$ cat src/rtl/datapath_pkg.sv
// Shared types for the hazard tracker: register index, pipeline slot records
// and the hard-wired zero register.
package datapath_pkg;

    typedef logic [4:0] reg_idx_t;

    localparam reg_idx_t REG_ZERO = 5'd0;

    typedef struct packed {
        logic     valid;
        logic     reg_write;
        logic     mem_access;
        reg_idx_t dest;
    } exmem_slot_t;

    typedef struct packed {
        logic     valid;
        logic     reg_write;
        reg_idx_t dest;
    } memwb_slot_t;

endpackage

$ cat src/rtl/sat_counter.sv
// Event counter that increments on enable and sticks at all-ones.
module sat_counter #(
    parameter int W = 16
) (
    input  logic         clock,
    input  logic         reset,
    input  logic         i_inc,
    output logic [W-1:0] o_count
);

    logic [W-1:0] r_count;

    always_ff @(posedge clock or posedge reset) begin
        if (reset) begin
            r_count <= '0;
        end else if (i_inc && (r_count != '1)) begin
            r_count <= r_count + 1'b1;
        end
    end

    assign o_count = r_count;

endmodule

$ cat src/rtl/datapath_hazard_tracker.sv
// Tracks EX/MEM and MEM/WB destinations for forwarding and raises stall/bubble
// controls for load-use and memory-wait hazards, with a memory watchdog.
module datapath_hazard_tracker
    import datapath_pkg::*;
#(
    parameter int COUNT_W     = 16,
    parameter int MEM_TIMEOUT = 255
) (
    input  logic               clock,
    input  logic               reset,
    input  logic               ID_valid,
    input  logic [4:0]         ID_src1,
    input  logic [4:0]         ID_src2,
    input  logic               IDEX_valid,
    input  logic               IDEX_RegWrite,
    input  logic               IDEX_MemRead,
    input  logic               IDEX_MemWrite,
    input  logic [4:0]         IDEX_dest,
    input  logic               flush,
    input  logic               mem_ready,
    output logic               EXMEM_RegWrite,
    output logic [4:0]         EXMEM_dest,
    output logic               MEMWB_RegWrite,
    output logic [4:0]         MEMWB_dest,
    output logic               stall_front,
    output logic               stall_ex,
    output logic               bubble_idex,
    output logic               mem_timeout,
    output logic [COUNT_W-1:0] load_use_count,
    output logic [COUNT_W-1:0] mem_stall_count
);

    localparam int WD_W = (MEM_TIMEOUT < 2) ? 1 : $clog2(MEM_TIMEOUT + 1);
    localparam logic [WD_W-1:0] WD_LIMIT = WD_W'(MEM_TIMEOUT);

    exmem_slot_t     r_exmem;
    memwb_slot_t     r_memwb;
    logic [WD_W-1:0] r_wd_count;
    logic            r_mem_timeout;

    logic            w_mem_stall;
    logic            w_load_use;
    logic            w_ex_valid;
    logic [WD_W-1:0] w_wd_next;

    assign w_mem_stall = r_exmem.valid & r_exmem.mem_access & ~mem_ready;

    assign w_load_use = ID_valid & IDEX_valid & IDEX_MemRead
                      & (IDEX_dest != REG_ZERO)
                      & ((IDEX_dest == ID_src1) | (IDEX_dest == ID_src2));

    assign w_ex_valid = IDEX_valid & ~flush;

    // A stalled EX/MEM keeps its entry; flush only applies on advance.
    always_ff @(posedge clock or posedge reset) begin
        if (reset) begin
            r_exmem <= '0;
            r_memwb <= '0;
        end else if (w_mem_stall) begin
            r_memwb <= '0;
        end else begin
            r_exmem.valid      <= w_ex_valid;
            r_exmem.reg_write  <= w_ex_valid & IDEX_RegWrite;
            r_exmem.mem_access <= w_ex_valid & (IDEX_MemRead | IDEX_MemWrite);
            r_exmem.dest       <= w_ex_valid ? IDEX_dest : REG_ZERO;
            r_memwb.valid      <= r_exmem.valid;
            r_memwb.reg_write  <= r_exmem.reg_write;
            r_memwb.dest       <= r_exmem.dest;
        end
    end

    always_comb begin
        w_wd_next = '0;
        if (w_mem_stall) begin
            w_wd_next = (r_wd_count == WD_LIMIT) ? r_wd_count : r_wd_count + 1'b1;
        end
    end

    always_ff @(posedge clock or posedge reset) begin
        if (reset) begin
            r_wd_count    <= '0;
            r_mem_timeout <= 1'b0;
        end else begin
            r_wd_count    <= w_wd_next;
            r_mem_timeout <= r_mem_timeout | (w_wd_next == WD_LIMIT);
        end
    end

    sat_counter #(.W(COUNT_W)) u_load_use_cnt (
        .clock   (clock),
        .reset   (reset),
        .i_inc   (bubble_idex),
        .o_count (load_use_count)
    );

    sat_counter #(.W(COUNT_W)) u_mem_stall_cnt (
        .clock   (clock),
        .reset   (reset),
        .i_inc   (w_mem_stall),
        .o_count (mem_stall_count)
    );

    assign EXMEM_RegWrite = r_exmem.valid & r_exmem.reg_write;
    assign EXMEM_dest     = r_exmem.dest;
    assign MEMWB_RegWrite = r_memwb.valid & r_memwb.reg_write;
    assign MEMWB_dest     = r_memwb.dest;
    assign stall_front    = w_mem_stall | w_load_use;
    assign stall_ex       = w_mem_stall;
    assign bubble_idex    = w_load_use & ~w_mem_stall;
    assign mem_timeout    = r_mem_timeout;

endmodule

$ cat config.mk
export PLATFORM = sky130hd
export DESIGN_NAME = datapath_hazard_tracker
export DESIGN_NICKNAME = d
export VERILOG_FILES = /design/src/rtl/datapath_pkg.sv /design/src/rtl/sat_counter.sv /design/src/rtl/datapath_hazard_tracker.sv
export SDC_FILE = /design/constraint.sdc
export NUM_CORES = 1
export LEC_CHECK = 0
export BUFFER_PORTS_ARGS = -buffer_cell sky130_fd_sc_hd__buf_4
export CAP_MARGIN = 20
export CORE_AREA = 3 3 111 113
export DETAILED_ROUTE_END_ITERATION = 8
export DIE_AREA = 0 0 114 116
export GPL_TIMING_DRIVEN = 0
export SLEW_MARGIN = 20
export SYNTH_ARGS = -nofsm -noshare
export SYNTH_HDL_FRONTEND = slang
export SYNTH_SLANG_ARGS = --single-unit
export TNS_END_PERCENT = 5
$ cat constraint.sdc
create_clock -name clock -period 2.9 [get_ports clock]
set_input_delay 0.29 -clock clock [delete_from_list [all_inputs] [get_ports clock]]
set_output_delay 0.29 -clock clock [all_outputs]
set_load 0.005 [all_outputs]
==> impl_results.rst <==
.. list-table::
   :header-rows: 1

   * - Metric
     - Value
   * - Result of the run
     - completed
   * - Initial core utilization
     - 0.246
   * - Num CTS Buffers
     - 5
   * - Largest net degree at the start of global routing
     - 57
   * - Seq/Total Area, Yosys
     - 0.498
   * - Post-route worst hold slack
     - 123 ps
   * - Sequential cell area
     - 1400 µm²
   * - Clock-pin transition on the worst setup and hold timing paths
     - 60 ps
   * - Via Count
     - 2,160
   * - Share of cells above drive strength 1
     - 0.301
   * - Count of TritonRoute iterations in the first routing pass
     - 4
   * - Critical path launch point
     - IDEX_dest[4]
   * - Crit. path cell count
     - 8
   * - Post-layout instance area
     - 3660 µm²
   * - Overflow left after global routing
     - 0
   * - Achievable frequency
     - 0.469 GHz
   * - Area of the die
     - 13,200 µm²
   * - # Post-CTS Setup Buffers
     - 0
   * - CTS Buffer Depth
     - 2
   * - Initial antenna violation count
     - 0
   * - Dpl ws
     - 712 ps
   * - Endpoints failing setup
     - 0
   * - Final-layout fill cell count
     - 1,223
   * - Highest ir drop seen on vdd
     - 0.000216 V
   * - R2r setup slk
     - 960 ps
   * - Cells along the critical path
     - buf_4 > xnor2_1 > nand3_1 > o22ai_2 > buf_2 > o211ai_1 > nand2_1 > buf_4
   * - Routed WL
     - 6450 µm
   * - Max_slew headroom
     - 0.540
   * - CTS tree
     - yes
   * - Critical Path Start Type
     - primary input
   * - Crit path buffers/inverters
     - 3
   * - Synthesized netlist net count
     - 294
   * - Number of max-slew violations in the final report
     - 0
   * - Post-DR wirelength/cell
     - 13.2 µm
   * - Final total power
     - 1.63 mW
   * - Worst Clk Skew
     - 7.64 ps
   * - Capture point of the worst reg-to-reg path
     - u_load_use_cnt.o_count[1]
   * - Actual transition at the worst max-transition pin
     - 690 ps
   * - Count of maximum capacitance violations
     - 0
   * - Post-route DRC violation count
     - 0
   * - Site row count
     - 39
   * - Count of warnings emitted by yosys
     - 0
   * - Num ports
     - 72
   * - CP required
     - 2610 ps
   * - Global-route wire length before repair
     - 10,700 µm
   * - Clock Latency Late Sink
     - 280 ps
   * - End point of the critical path
     - stall_front
   * - Footprint of the multi-input gates
     - 1290 µm²
   * - Power per cell area
     - 444 nW/µm²
   * - Final critical delay including setup and external delays
     - 2130 ps
   * - Count of buffers inserted at the top-level ports
     - 71
   * - Cells taking the most area after synthesis
     - sky130_fd_sc_hd__dfrtp_1, sky130_fd_sc_hd__xnor2_1, sky130_fd_sc_hd__nand4_1
   * - Synthesized netlist cell count
     - 267
   * - Top cell type by total area after synthesis
     - sky130_fd_sc_hd__dfrtp_1
   * - RSZ-0062 raised after global routing
     - false
   * - Cell variety after synth
     - 43
   * - Layout overhead on the synthesized area
     - 30.2%
   * - Maximum cell stage delay along the critical path
     - 480 ps
   * - Per-cell via count in the routed design
     - 4.43
   * - Worst Reg-to-Reg Cells
     - 6
   * - Final critical-path share of the clock period
     - 0.735
   * - WP data arrival
     - 1840 ps
   * - Count of instances resized after the clock tree is built
     - 0
   * - LEAKAGE
     - 1.76 nW
   * - Hold-fix buffers at CTS
     - 0
   * - Critical Setup Path Class
     - in -> out
   * - Setup crit end kind
     - primary output
   * - Syn_area_per_cell
     - 10.5 µm²
   * - Crit path max fanout
     - 10
   * - Cell family contributing the most delay on the critical path
     - compound AO/OA/AOI/OAI gates
   * - Horizontal die dimension
     - 114 µm
   * - Detailed placement HPWL
     - 4970 µm
   * - Fin nets
     - 372
   * - Cell at the root of the clock tree
     - sky130_fd_sc_hd__clkbuf_16
   * - Via count of the first global-routing pass
     - 2,141
   * - Post-synthesis register bit count
     - 56
   * - Die height
     - 116 µm
   * - Worst hold-check path type
     - in -> async
   * - Hold Fails Final Rpt
     - 0
   * - Final GP Congestion
     - 0.732
   * - CP max-delay cell
     - sky130_fd_sc_hd__o22ai_2
   * - Origin of the critical flop-to-flop path
     - u_load_use_cnt.o_count[0]
   * - Antenna viol nets, final
     - 0
   * - Fin worst setup slack
     - 768 ps
   * - Violation count after the first detailed-route iteration
     - 65
   * - Syn Std Cell Area
     - 2810 µm²
   * - Synth top area share
     - 0.498
   * - Core area
     - 11,400 µm²
   * - Setup Total Neg Slack
     - 0 ps
   * - Most common cell type on the critical path
     - sky130_fd_sc_hd__buf_4
   * - Overall fraction of global-route tracks in use
     - 0.101
   * - Number of clock sinks
     - 56
   * - Diodes inserted
     - 0
   * - Total cell area at the placement stage
     - 3530 µm²
   * - Number of H-tree levels
     - 2
## through the flow
step	std cells	utilization
after global placement	481	0.309
after CTS	488	0.321
after floorplan	267	-
final	488	0.321
after detailed placement	481	0.309
after global routing	488	0.321
## cell families after synthesis
kind of cell,after synthesis,synth area share
simple gates,122,0.246
flops,56,0.498
xor+xnor,40,0.125
buf+inv,21,0.0418
compound gates,18,0.0480
mux,7,0.0276
fa+ha+maj,3,0.0133
## metal layers
metal	vias up	part of all wire	global-route usage
li1	1075	-	-
met1	1033	0.46	0.134
met2	50	0.47	0.162
met3	2	0.059	0.0282
met4	0	0.0053	0.0269
met5	-	0	0
## cell type report
type / instances / share of cell area
Timing Repair Buffer: 71 / 0.146
Buffer: 16 / 0.0270
Inverter: 5 / 0.00581
Clock inverter: 1 / 0.00137
Sequential cell: 56 / 0.383
Clock buffer: 6 / 0.0352
Multi-Input combinational cell: 190 / 0.353
Tap cell: 143 / 0.0489
## flip-flops by register name, summed over array words and instances (netlist names)
register,count
EXMEM_dest,5
MEMWB_dest,5
mem_timeout,1
r_exmem,3
r_memwb,2
r_wd_count,8
u_load_use_cnt.o_count,16
u_mem_stall_cnt.o_count,16
## power by group
group | switching, mW | leakage [nW] | internal [mW]
combinational | 0.0878 | 0.934 | 0.115
clock | 0.256 | 0.0667 | 0.315
sequential | 0.0365 | 0.763 | 0.818
## cell usage after synthesis, drive strengths merged
library cell / instances
nand4b: 1
a21o: 1
nor2: 14
o22ai: 1
and2: 10
nand4: 17
a21oi: 1
mux2: 3
o21ai: 4
and2b: 1
or2: 1
mux2i: 4
nor2b: 1
nand3b: 2
ha: 3
inv: 5
nor3b: 1
dfrtp: 56
clkbuf: 5
nor3: 5
a31oi: 6
a31o: 1
nand3: 22
nor4: 5
buf: 11
nand2: 26
a21boi: 1
xor2: 8
and3: 8
or4: 1
nand2b: 3
and4: 4
o211ai: 3
xnor2: 32
## worst min path at each step
stage	start	to	slack, ps	cells past startpoint
after floorplan	IDEX_dest[0]	EXMEM_dest[0]	420	2
after global placement	r_exmem[6]	r_exmem[6]	460	2
after detailed placement	reset	u_mem_stall_cnt.o_count[12]	470	2
after CTS	reset	u_mem_stall_cnt.o_count[13]	160	2
after global routing	reset	u_mem_stall_cnt.o_count[12]	200	2
final	reset	u_mem_stall_cnt.o_count[12]	120	2
## cell usage in the layout, fill, tap and decap left out, drive strengths merged, types with 3 or more instances in the layout
cell type / n
a31oi: 6
and2: 10
and3: 8
and4: 4
buf: 82
clkbuf: 11
dfrtp: 56
ha: 3
inv: 5
mux2: 3
mux2i: 4
nand2: 26
nand2b: 3
nand3: 22
nand4: 17
nor2: 14
nor3: 5
nor4: 5
o211ai: 3
o21ai: 4
xnor2: 32
xor2: 8
Note: power is estimated with default switching activity, not from simulation.
